## src/rtl/axis_packet_arbiter.sv

```systemverilog
// Purpose : merges INPUT_NUMBER AXI-Stream inputs onto one output. Arbitration is
//           round-robin and happens only on routing-header beats. The grant stays
//           locked to one input until that input's TLAST beat has handshaked.
// Latency : 1 cycle from header valid to the first forwarded beat. With ARB_OUT_SKID_EN
//           defined there is 1 more cycle.
// Backpr. : out.TREADY is passed to the granted input only. Every other input is stalled.
//           With ARB_OUT_SKID_EN the arbiter side sees a registered ready from a 2-entry skid.
//
// Optional macros:
//   ARB_OUT_SKID_EN - inserts a 2-entry skid buffer between the arbiter and the out port.
//   TID_PRESENT / TDEST_PRESENT / TUSER_PRESENT - add the TID / TDEST / TUSER sidebands.
//
// Ports:
//   clk, rst_n          - single rising-edge clock and asynchronous active-low reset
//   i_s_tvalid/tdata/tlast[/tid/tdest/tuser], o_s_tready
//                       - one slave stream per input (packed per-input arrays)
//   o_m_tvalid/tdata/tlast[/tid/tdest/tuser], i_m_tready
//                       - the merged master stream
//   o_current_grant     - index of the locked input, or of the last granted input
//   o_grant_valid       - high while a packet is locked
module axis_packet_arbiter #(
  parameter int DATA_WIDTH         = 32,
  parameter int INPUT_NUMBER       = 5,
  parameter int INPUT_NUMBER_WIDTH = $clog2(INPUT_NUMBER),
  parameter int PACKET_TYPE_WIDTH  = 4,
  parameter logic [PACKET_TYPE_WIDTH-1:0] ROUTING_HEADER = PACKET_TYPE_WIDTH'(8)
`ifdef TID_PRESENT
  , parameter int ID_WIDTH = 4
`endif
`ifdef TDEST_PRESENT
  , parameter int DEST_WIDTH = 4
`endif
`ifdef TUSER_PRESENT
  , parameter int USER_WIDTH = 4
`endif
) (
  input  logic                                       clk,
  input  logic                                       rst_n,
  input  logic [INPUT_NUMBER-1:0]                    i_s_tvalid,
  input  logic [INPUT_NUMBER-1:0][DATA_WIDTH-1:0]    i_s_tdata,
  input  logic [INPUT_NUMBER-1:0]                    i_s_tlast,
`ifdef TID_PRESENT
  input  logic [INPUT_NUMBER-1:0][ID_WIDTH-1:0]      i_s_tid,
  output logic [ID_WIDTH-1:0]                        o_m_tid,
`endif
`ifdef TDEST_PRESENT
  input  logic [INPUT_NUMBER-1:0][DEST_WIDTH-1:0]    i_s_tdest,
  output logic [DEST_WIDTH-1:0]                      o_m_tdest,
`endif
`ifdef TUSER_PRESENT
  input  logic [INPUT_NUMBER-1:0][USER_WIDTH-1:0]    i_s_tuser,
  output logic [USER_WIDTH-1:0]                      o_m_tuser,
`endif
  output logic [INPUT_NUMBER-1:0]                    o_s_tready,
  output logic                                       o_m_tvalid,
  output logic [DATA_WIDTH-1:0]                      o_m_tdata,
  output logic                                       o_m_tlast,
  input  logic                                       i_m_tready,
  output logic [INPUT_NUMBER_WIDTH-1:0]              o_current_grant,
  output logic                                       o_grant_valid
);

  typedef enum logic {IDLE, LOCKED} state_t;

  // One forwarded beat: the payload plus whichever sidebands are compiled in.
  typedef struct packed {
    logic [DATA_WIDTH-1:0] data;
    logic                  last;
`ifdef TID_PRESENT
    logic [ID_WIDTH-1:0]   id;
`endif
`ifdef TDEST_PRESENT
    logic [DEST_WIDTH-1:0] dest;
`endif
`ifdef TUSER_PRESENT
    logic [USER_WIDTH-1:0] user;
`endif
  } beat_t;

  state_t                        r_state;
  logic [INPUT_NUMBER_WIDTH-1:0] r_grant;
  logic [INPUT_NUMBER_WIDTH-1:0] r_rr_ptr;

  logic [INPUT_NUMBER-1:0]       w_hdr;
  logic                          w_any_req;
  logic [INPUT_NUMBER_WIDTH-1:0] w_winner;
  logic                          w_arb_vld;
  logic                          w_arb_rdy;
  beat_t                         w_arb_beat;
  beat_t                         w_out_beat;

  // Header detection looks only at the packet-type field in the top bits of TDATA.
  for (genvar g = 0; g < INPUT_NUMBER; g++) begin : g_hdr
    assign w_hdr[g] = i_s_tvalid[g] &&
                      (i_s_tdata[g][DATA_WIDTH-1 -: PACKET_TYPE_WIDTH] == ROUTING_HEADER);
  end

  // Round-robin scan that starts at r_rr_ptr. The first header found wins.
  always_comb begin
    int                            v_idx;
    logic [INPUT_NUMBER_WIDTH-1:0] v_sel;
    w_any_req = 1'b0;
    w_winner  = '0;
    v_idx     = 0;
    v_sel     = '0;
    for (int k = 0; k < INPUT_NUMBER; k++) begin
      v_idx = int'(r_rr_ptr) + k;
      if (v_idx >= INPUT_NUMBER) begin
        v_idx = v_idx - INPUT_NUMBER;
      end
      v_sel = v_idx[INPUT_NUMBER_WIDTH-1:0];
      if (!w_any_req && w_hdr[v_sel]) begin
        w_any_req = 1'b1;
        w_winner  = v_sel;
      end
    end
  end

  // The arbiter-side stream is driven from the locked input only. It is all zeros otherwise.
  assign w_arb_vld = (r_state == LOCKED) && i_s_tvalid[r_grant];

  always_comb begin
    w_arb_beat = '0;
    if (w_arb_vld) begin
      w_arb_beat.data = i_s_tdata[r_grant];
      w_arb_beat.last = i_s_tlast[r_grant];
`ifdef TID_PRESENT
      w_arb_beat.id   = i_s_tid[r_grant];
`endif
`ifdef TDEST_PRESENT
      w_arb_beat.dest = i_s_tdest[r_grant];
`endif
`ifdef TUSER_PRESENT
      w_arb_beat.user = i_s_tuser[r_grant];
`endif
    end
  end

  // Ready is routed to the granted input even when it is not valid. All other inputs see 0.
  always_comb begin
    o_s_tready = '0;
    if ((r_state == LOCKED) && w_arb_rdy) begin
      o_s_tready[r_grant] = 1'b1;
    end
  end

  always_ff @(posedge clk or negedge rst_n) begin
    if (!rst_n) begin
      r_state  <= IDLE;
      r_grant  <= '0;
      r_rr_ptr <= '0;
    end else begin
      case (r_state)
        IDLE: begin
          if (w_any_req) begin
            r_grant <= w_winner;
            r_state <= LOCKED;
          end
        end
        LOCKED: begin
          // Release on the TLAST handshake. The next scan starts just past this grant.
          if (w_arb_vld && w_arb_rdy && w_arb_beat.last) begin
            r_state  <= IDLE;
            r_rr_ptr <= (r_grant == INPUT_NUMBER_WIDTH'(INPUT_NUMBER - 1)) ?
                        '0 : r_grant + INPUT_NUMBER_WIDTH'(1);
          end
        end
        default: r_state <= IDLE;
      endcase
    end
  end

`ifdef ARB_OUT_SKID_EN
  // 2-entry skid buffer. The ready it gives back is registered. It says "not full next
  // cycle", so a push can never overflow, and a steady stream runs at one beat per
  // cycle under this ready.
  beat_t      r_skid [2];
  logic [1:0] r_skid_cnt;
  logic       r_wr_ptr;
  logic       r_rd_ptr;
  logic       r_skid_rdy;
  logic       w_push;
  logic       w_pop;
  logic [1:0] w_cnt_nxt;

  assign w_arb_rdy = r_skid_rdy;
  assign w_push    = w_arb_vld && r_skid_rdy;
  assign w_pop     = (r_skid_cnt != 2'd0) && i_m_tready;

  always_comb begin
    w_cnt_nxt = r_skid_cnt;
    if (w_push && !w_pop) begin
      w_cnt_nxt = r_skid_cnt + 2'd1;
    end else if (!w_push && w_pop) begin
      w_cnt_nxt = r_skid_cnt - 2'd1;
    end
  end

  always_ff @(posedge clk or negedge rst_n) begin
    if (!rst_n) begin
      r_skid[0]  <= '0;
      r_skid[1]  <= '0;
      r_skid_cnt <= 2'd0;
      r_wr_ptr   <= 1'b0;
      r_rd_ptr   <= 1'b0;
      r_skid_rdy <= 1'b0;
    end else begin
      if (w_push) begin
        r_skid[r_wr_ptr] <= w_arb_beat;
        r_wr_ptr         <= ~r_wr_ptr;
      end
      if (w_pop) begin
        r_rd_ptr <= ~r_rd_ptr;
      end
      r_skid_cnt <= w_cnt_nxt;
      r_skid_rdy <= (w_cnt_nxt != 2'd2);
    end
  end

  assign o_m_tvalid = (r_skid_cnt != 2'd0);
  assign w_out_beat = o_m_tvalid ? r_skid[r_rd_ptr] : '0;
`else
  assign w_arb_rdy  = i_m_tready;
  assign o_m_tvalid = w_arb_vld;
  assign w_out_beat = w_arb_beat;
`endif

  assign o_m_tdata = w_out_beat.data;
  assign o_m_tlast = w_out_beat.last;
`ifdef TID_PRESENT
  assign o_m_tid   = w_out_beat.id;
`endif
`ifdef TDEST_PRESENT
  assign o_m_tdest = w_out_beat.dest;
`endif
`ifdef TUSER_PRESENT
  assign o_m_tuser = w_out_beat.user;
`endif

  assign o_current_grant = r_grant;
  assign o_grant_valid   = (r_state == LOCKED);

endmodule

```

## config.mk

```make
export PLATFORM = sky130hd
export DESIGN_NAME = axis_packet_arbiter
export DESIGN_NICKNAME = d
export VERILOG_FILES = /design/src/rtl/axis_packet_arbiter.sv
export SDC_FILE = /design/constraint.sdc
export NUM_CORES = 1
export LEC_CHECK = 0
export ABC_CLOCK_PERIOD_IN_PS = 6700
export BUFFER_PORTS_ARGS = -buffer_cell sky130_fd_sc_hd__buf_2
export CORE_MARGIN = 4
export CORE_UTILIZATION = 40
export CTS_BUF_LIST = sky130_fd_sc_hd__clkbuf_4 sky130_fd_sc_hd__clkbuf_8 sky130_fd_sc_hd__clkbuf_16
export CTS_CLUSTER_SIZE = 40
export DETAILED_ROUTE_END_ITERATION = 12
export PLACE_DENSITY = 0.81
export SLEW_MARGIN = 10
export SYNTH_ARGS = -nofsm -noshare
export SYNTH_HDL_FRONTEND = slang
export SYNTH_SLANG_ARGS = --single-unit
```

## constraint.sdc

```tcl
create_clock -name clk -period 6.7 [get_ports clk]
set_input_delay 1.34 -clock clk [delete_from_list [all_inputs] [get_ports clk]]
set_output_delay 1.34 -clock clk [all_outputs]
set_load 0.1 [all_outputs]
```

==> run_results.csv, run 1 <==
group,metric,value,unit
status,status,"complete, no violations",
clock_tree,clockBufferDepth,2,
synthesis,synth_ff_type,"dfrtp_1",
clock_tree,cts_setup_buffers,0,
routing,routed_wl,13300,µm
synthesis,synth-seq-area-share,6.19,%
synthesis,yosysTopAreaCellShare,13.5,%
clock_tree,clock-root-buffer,"clkbuf_8",
final_layout,drive_gt1_share,50.0,%
final_layout,nets,737,
worst_setup_path,crit_path_max_fanout,26,
synthesis,synth_cells,359,
floorplan,die_area,8490,µm²
worst_setup_path,cp-start-kind,"register",
routing,drt_iter0_markers,272,
timing,clock_skew,0.00268,ns
final_layout,seq_area,178,µm²
clock_tree,cts_tree,"built",
timing,finalCriticalPeriod,4.95,ns
floorplan,fp-row-count,30,
synthesis,synthesis.nets,543,
floorplan,fp.dieH,92.1,µm
clock_tree,clock_sinks,7,
routing,wl_per_cell,20.5,µm
place,portBuffers,215,
worst_setup_path,critPathRequiredTime,5.36,ns
floorplan,die_x,92.1,µm
synthesis,async_flop_share,100,%
routing,drtAntennaViolNets,0,
place,gp_congestion,0.936,
final_layout,fillers,684,
hold_path,hold_path.class,"reg -> reg",
clock_tree,cts-resized-gates,0,
synthesis,synth-seq-cells,7,
global_route,grt_pass1_vias,3846,
floorplan,initial_core_util,41.4,%
flow_run,maxCapViolCount,0,
timing,setup_tns,0,ns
routing,vias_per_cell,6.00,
synthesis,syn_avg_cell_area,7.89,µm²
worst_setup_path,r2r_slack,2.69,ns
synthesis,synth_top_area_cell,"mux4_2",
clock_tree,h-tree-depth,1,
clock_tree,numCtsBuffers,3,
synthesis,yosys_warnings,0,
routing,via_count,3890,
routing,dr.pass1.iters,5,
final_layout,multi_input_area,2490,µm²
worst_setup_path,critPathKind,"reg -> out",
synthesis,synthTopCellsByArea,"mux4_2 (14%), mux2i_1 (8.5%), dfrtp_1 (6.2%)",
global_route,grt_pass1_wl,20200,µm
timing,relSlewSlack,33.3,%
final_layout,area.growth.synth_to_final,40.6,%
global_route,grt_usage,29.9,%
place,dp_hpwl,11100,µm
clock_tree,cts_hold_buf,0,
synthesis,ys_types,67,
global_route,antenna_found_initial,0,
worst_setup_path,crit_arrival,3.61,ns
synthesis,syn-cell-area,2830,µm²
clock_tree,path_clk_slew,0.04,ns
timing,drv_slew,0,
worst_setup_path,end_kind,"output pin",
timing,finalHoldViolCount,0,
floorplan,pin_count,216,
timing,tightest_slew,0.998,ns
timing,setup_viol,0,
synthesis,synth_edf_count,0,
clock_tree,clock_latency,0.23,ns
routing,drc,0,
global_route,grt.overflow.total,0,
timing,fin_crit_sh,73.9,%
floorplan,core-area,6830,µm²
global_route,grt_max_degree,48,
timing,max_freq,0.202,GHz
timing,rsz0062_at_grt,"false",
final_layout,n_antenna_cell,0,
## worst max-delay path: stages, from the launching register on
cell,delay (ns)
dfrtp_1,0.65
inv_2,0.44
nand2_1,0.24
o221ai_1,0.22
nand3_1,0.72
inv_1,0.45
and3_1,0.21
buf_2,0.43
## cell usage in the layout, fill, tap and decap left out, types with 5 or more instances in the layout
cell type | synthesis | routed
buf_2 | 5 | 215
nor2_1 | 29 | 29
nand2_1 | 27 | 27
mux2i_1 | 24 | 24
o22ai_1 | 24 | 24
a22oi_1 | 18 | 18
mux4_2 | 17 | 17
a21oi_1 | 17 | 17
a211oi_1 | 13 | 13
o21ai_0 | 12 | 12
mux2_2 | 12 | 12
nor3_1 | 13 | 12
and3_1 | 11 | 11
inv_1 | 10 | 10
nand3_1 | 10 | 10
ha_1 | 10 | 10
nor2b_1 | 5 | 5
o211ai_1 | 5 | 5
dfrtp_1 | 7 | 5
## cells by family after synthesis
logic type	count (synthesis)	share of synthesized area, %
adders and majority gates	11	5.13
and+or+nand+nor	120	23.2
buffers and inverters	42	6.19
AOI/OAI and AO/OA	123	31.6
muxes	53	26.8
DFF	7	6.19
xor gates and xnor gates	3	0.928
## state kept, by name, summed over array words and instances (netlist names)
name,flops
o_grant_valid,1
o_current_grant,3
r_rr_ptr,3
## synth_stat cells, types with 2 or more instances
cell type / n
o21ai_0: 12
buf_2: 5
nor3_1: 13
nor2_1: 29
o211a_1: 2
nand3b_1: 3
a211oi_1: 13
dfrtp_1: 7
nand3_1: 10
a22oi_1: 18
mux2_2: 12
nor2b_1: 5
xnor2_1: 3
and3_1: 11
inv_2: 2
a211o_1: 3
mux4_2: 17
nor4_1: 3
ha_1: 10
o211ai_1: 5
a31oi_1: 4
nand2b_1: 4
o22ai_1: 24
nand2_1: 27
mux2i_1: 24
a21oi_1: 17
clkbuf_1: 16
buf_1: 6
o221ai_1: 2
inv_1: 10
a21o_1: 4
a21oi_2: 3
## path summary, 6_finish.rpt
kind                                                 from                        endpoint  cells past startpoint
setup / recovery           o_current_grant[2]$_DFFE_PN0P_                    o_m_tdata[1]                      7
hold / removal                    o_grant_valid$_DFF_PN0_  o_current_grant[2]$_DFFE_PN0P_                      1
setup reg to reg                  r_rr_ptr[0]$_DFFE_PN0P_  o_current_grant[0]$_DFFE_PN0P_                      9
hold reg to reg                   o_grant_valid$_DFF_PN0_  o_current_grant[2]$_DFFE_PN0P_                      1
max in group asynchronous                           rst_n  o_current_grant[1]$_DFFE_PN0P_                      1
min in group asynchronous                           rst_n         r_rr_ptr[2]$_DFFE_PN0P_                      1
## per-layer routing
metal  up-vias  track usage [%]  wire (µm)
li1       1803                -          -
met1      1832             35.1       4870
met2       215             52.9       6860
met3        40             4.27        941
met4         0             14.5        606
met5         -                0          0
## final cells by class
type,instances,area share (%)
clock buffer,4,1.23
inverter,13,1.23
multi-input combinational,310,62.5
sequential,7,4.46
tap,96,3.02
timing repair buffer,218,27.6
## metrics by stage
step	cell area (µm²)	worst slack, ns	instances	util, %	hold slack, ns
floorplan	2830	0.806	359	-	0.756
global placement	3930	1.97	644	57.5	0.726
detailed placement	3930	1.89	644	57.5	0.732
CTS	3980	1.86	648	58.2	0.740
global route	3980	1.46	648	58.3	0.817
finish	3980	1.75	648	58.3	0.744
Power of run 1 is not shown: default switching activity piles up to over one toggle a cycle in this logic, so the estimate is an artifact.
==> run 2, diff against run 1 <==
- ABC_AREA: default -> 1
- ABC_CLOCK_PERIOD_IN_PS: 6700 -> 4400
- CORE_UTILIZATION: 40 -> 36
- PLACE_DENSITY: 0.81 -> 0.79
- clock period: 6.7 -> 4.4 ns (I/O delays scaled with it)
==> run 2 against run 1 <==
Compared with the run above:
- count of clock-buffer cells in the layout shrank 1
- sequential share of layout area fell by 0.61 points
- final cell count rose by 15%
- worst setup slack worse by 1.1 ns
- core utilization is 9.0 points higher
- via count increased by 9.0%
==> run_results.csv, run 2 <==
group,metric,value,unit
synthesis,synth_edf_count,0,
synthesis,synth-compound-area-share,25.3,%
status,status,"complete, no violations",
place,place_inst,742,
worst_setup_path,r2r_cells,18,
synthesis,ys_types,41,
floorplan,initial_core_util,37.8,%
place,dp_hpwl,12700,µm
synthesis,synth.most_common_cell,"nand2_1",
worst_setup_path,slowest_delay,0.55,ns
final_layout,nets,835,
worst_setup_path,cp-start-kind,"register",
synthesis,synth_fa_ha_area_share,5.56,%
synthesis,syn_avg_cell_area,5.82,µm²
timing,max_freq,0.266,GHz
final_layout,fillers,651,
timing,hold_ws,0.466,ns
place,portBuffers,215,
final_layout,final_cell_count_no_fill,747,
place,gp_congestion,0.946,
flow_run,maxCapViolCount,0,
clock_tree,cts_tree,"built",
worst_setup_path,crit_family,"buffers and inverters",
floorplan,fp-row-count,30,
synthesis,synth_top_family_by_area,"simple AND/OR/NAND/NOR gates",
worst_setup_path,slowest_stage,"dfrtp_2",
routing,routed_wl,14900,µm
synthesis,yosys_warnings,0,
floorplan,die_area,8680,µm²
worst_setup_path,critPathKind,"reg -> out",
timing,relSlewSlack,55.4,%
routing,drt_iter0_markers,264,
floorplan,die_x,93.2,µm
place,pre_cts_ws,0.929,ns
floorplan,fp.dieH,93.2,µm
clock_tree,clock_latency,0.24,ns
clock_tree,clock-root-buffer,"clkbuf_8",
timing,finalHoldViolCount,0,
routing,vias_per_cell,5.67,
synthesis,synthTopCellsByArea,"nand2_1 (17%), o22ai_1 (10%), dfrtp_1 (6.7%)",
synthesis,synth_ff_type,"dfrtp_1",
hold_path,hold_path.class,"in -> async",
worst_setup_path,cp.depth,10,
global_route,antenna_found_initial,1,
synthesis,synth_simple_gate_area_share,51.0,%
final_layout,drive_gt1_share,46.0,%
worst_setup_path,critPathBufInv,4,
worst_setup_path,crit_path_max_fanout,23,
worst_setup_path,path_cells,"inv_2 > nor2_2 > nand2_1 > nand2_1 > a211oi_1 > nor2_4 > inv_2 > buf_12 > nor4_4 > buf_12",
synthesis,synth_top_area_cell,"nand2_1",
final_layout,multi_input_area,2540,µm²
final_layout,layout_common_cells,"buf_2 (184), nand2_1 (118), o22ai_1 (43), nand3_1 (34), nor2_1 (33)",
global_route,grt_max_degree,34,
clock_tree,clockBufferDepth,2,
final_layout,seq_area,179,µm²
synthesis,synthTopCellsByCount,"nand2_1 (118), o22ai_1 (43), nand3_1 (34), nor2_1 (34), inv_1 (31)",
synthesis,async_flop_share,100,%
synthesis,synth-seq-cells,7,
synthesis,synthMuxAreaShare,0,%
worst_setup_path,crit_arrival,2.88,ns
final_layout,area.growth.synth_to_final,77.8,%
routing,wl_per_cell,20.0,µm
clock_tree,cts_setup_buffers,0,
global_route,grt_pass1_vias,4307,
routing,drtAntennaViolNets,0,
timing,finalCriticalPeriod,3.76,ns
floorplan,pin_count,216,
timing,clock_skew,0.00126,ns
clock_tree,path_clk_slew,0.04,ns
final_layout,final_common_cell,"buf_2",
clock_tree,cts_hold_buf,0,
synthesis,syn-cell-area,2610,µm²
synthesis,yosysTopAreaCellShare,17.0,%
timing,setup_viol,0,
synthesis,synth-seq-area-share,6.70,%
clock_tree,cts-resized-gates,0,
timing,rsz0062_at_grt,"false",
routing,via_count,4239,
synthesis,synth_cells,449,
timing,fin_crit_sh,85.5,%
floorplan,core-area,6910,µm²
timing,setup_tns,0,ns
global_route,grt_pass1_wl,22700,µm
worst_setup_path,end_kind,"output pin",
clock_tree,h-tree-depth,1,
clock_tree,clock_sinks,7,
routing,drc,0,
global_route,grt.overflow.total,0,
synthesis,synthesis.nets,633,
routing,dr.pass1.iters,5,
timing,tightest_slew,0.669,ns
timing,drv_slew,0,
clock_tree,numCtsBuffers,3,
synthesis,synthXorXnorAreaFrac,1.29,%
worst_setup_path,critPathRequiredTime,3.52,ns
global_route,grt_usage,33.9,%
timing,setup_ws,0.638,ns
-- run 2: cell count changes after synthesis, moves of 14 or more --
cell and delta:
a22oi_1 -18, mux4_2 -17, nand4_1 +15, o22ai_1 +19, inv_1 +21, mux2i_1 -24
nand3_1 +24, o221ai_1 +14, nand2_1 +91
-- run 2: layer usage --
metal | part of all wire, % | global-route usage [%]
met1 | 32 | 34.8
met2 | 53 | 61.7
met3 | 7.6 | 6.84
met4 | 6.5 | 22.2
met5 | 0 | 0
-- run 2: path summary, 6_finish.rpt --
check,start,slack [ns],to
worst max-delay path,o_current_grant[2]$_DFFE_PN0P_,0.64,o_m_tdata[26]
worst min-delay path,rst_n,0.47,o_current_grant[2]$_DFFE_PN0P_
max in group asynchronous,rst_n,3.76,o_current_grant[1]$_DFFE_PN0P_
min in group clk,o_current_grant[1]$_DFFE_PN0P_,0.61,o_current_grant[1]$_DFFE_PN0P_
worst max register to register,r_rr_ptr[0]$_DFFE_PN0P_,1.30,o_current_grant[0]$_DFFE_PN0P_
worst min register to register,o_current_grant[1]$_DFFE_PN0P_,0.61,o_current_grant[1]$_DFFE_PN0P_
-- run 2: cell type report --
type | instances | area share (%)
Multi-Input combinational cell | 377 | 54.7
Clock buffer | 3 | 0.889
Clock inverter | 1 | 0.108
Antenna cell | 1 | 0.0539
Inverter | 41 | 3.37
Timing Repair Buffer | 221 | 34.4
Tap cell | 96 | 2.59
Sequential cell | 7 | 3.85
-- run 2: cells by family (layout without fill, tap and decap cells) --
logic type	count (synthesis)	count (layout)
AO/OA/AOI/OAI	104	104
buffers and inverters	65	266
flip-flops	7	7
other	0	1
AND/OR/NAND/NOR	259	259
adder cells (fa/ha/maj)	11	11
XOR/XNOR	3	3
-- run 2: through the flow --
stage          util [%]  instance area [µm²]
2_1_floorplan         -                 2990
3_3_place_gp       66.5                 4600
3_5_place_dp       66.5                 4600
4_1_cts            67.2                 4640
5_1_grt            67.2                 4640
6_report           67.2                 4640
Power of run 2 is left out for the same reason.
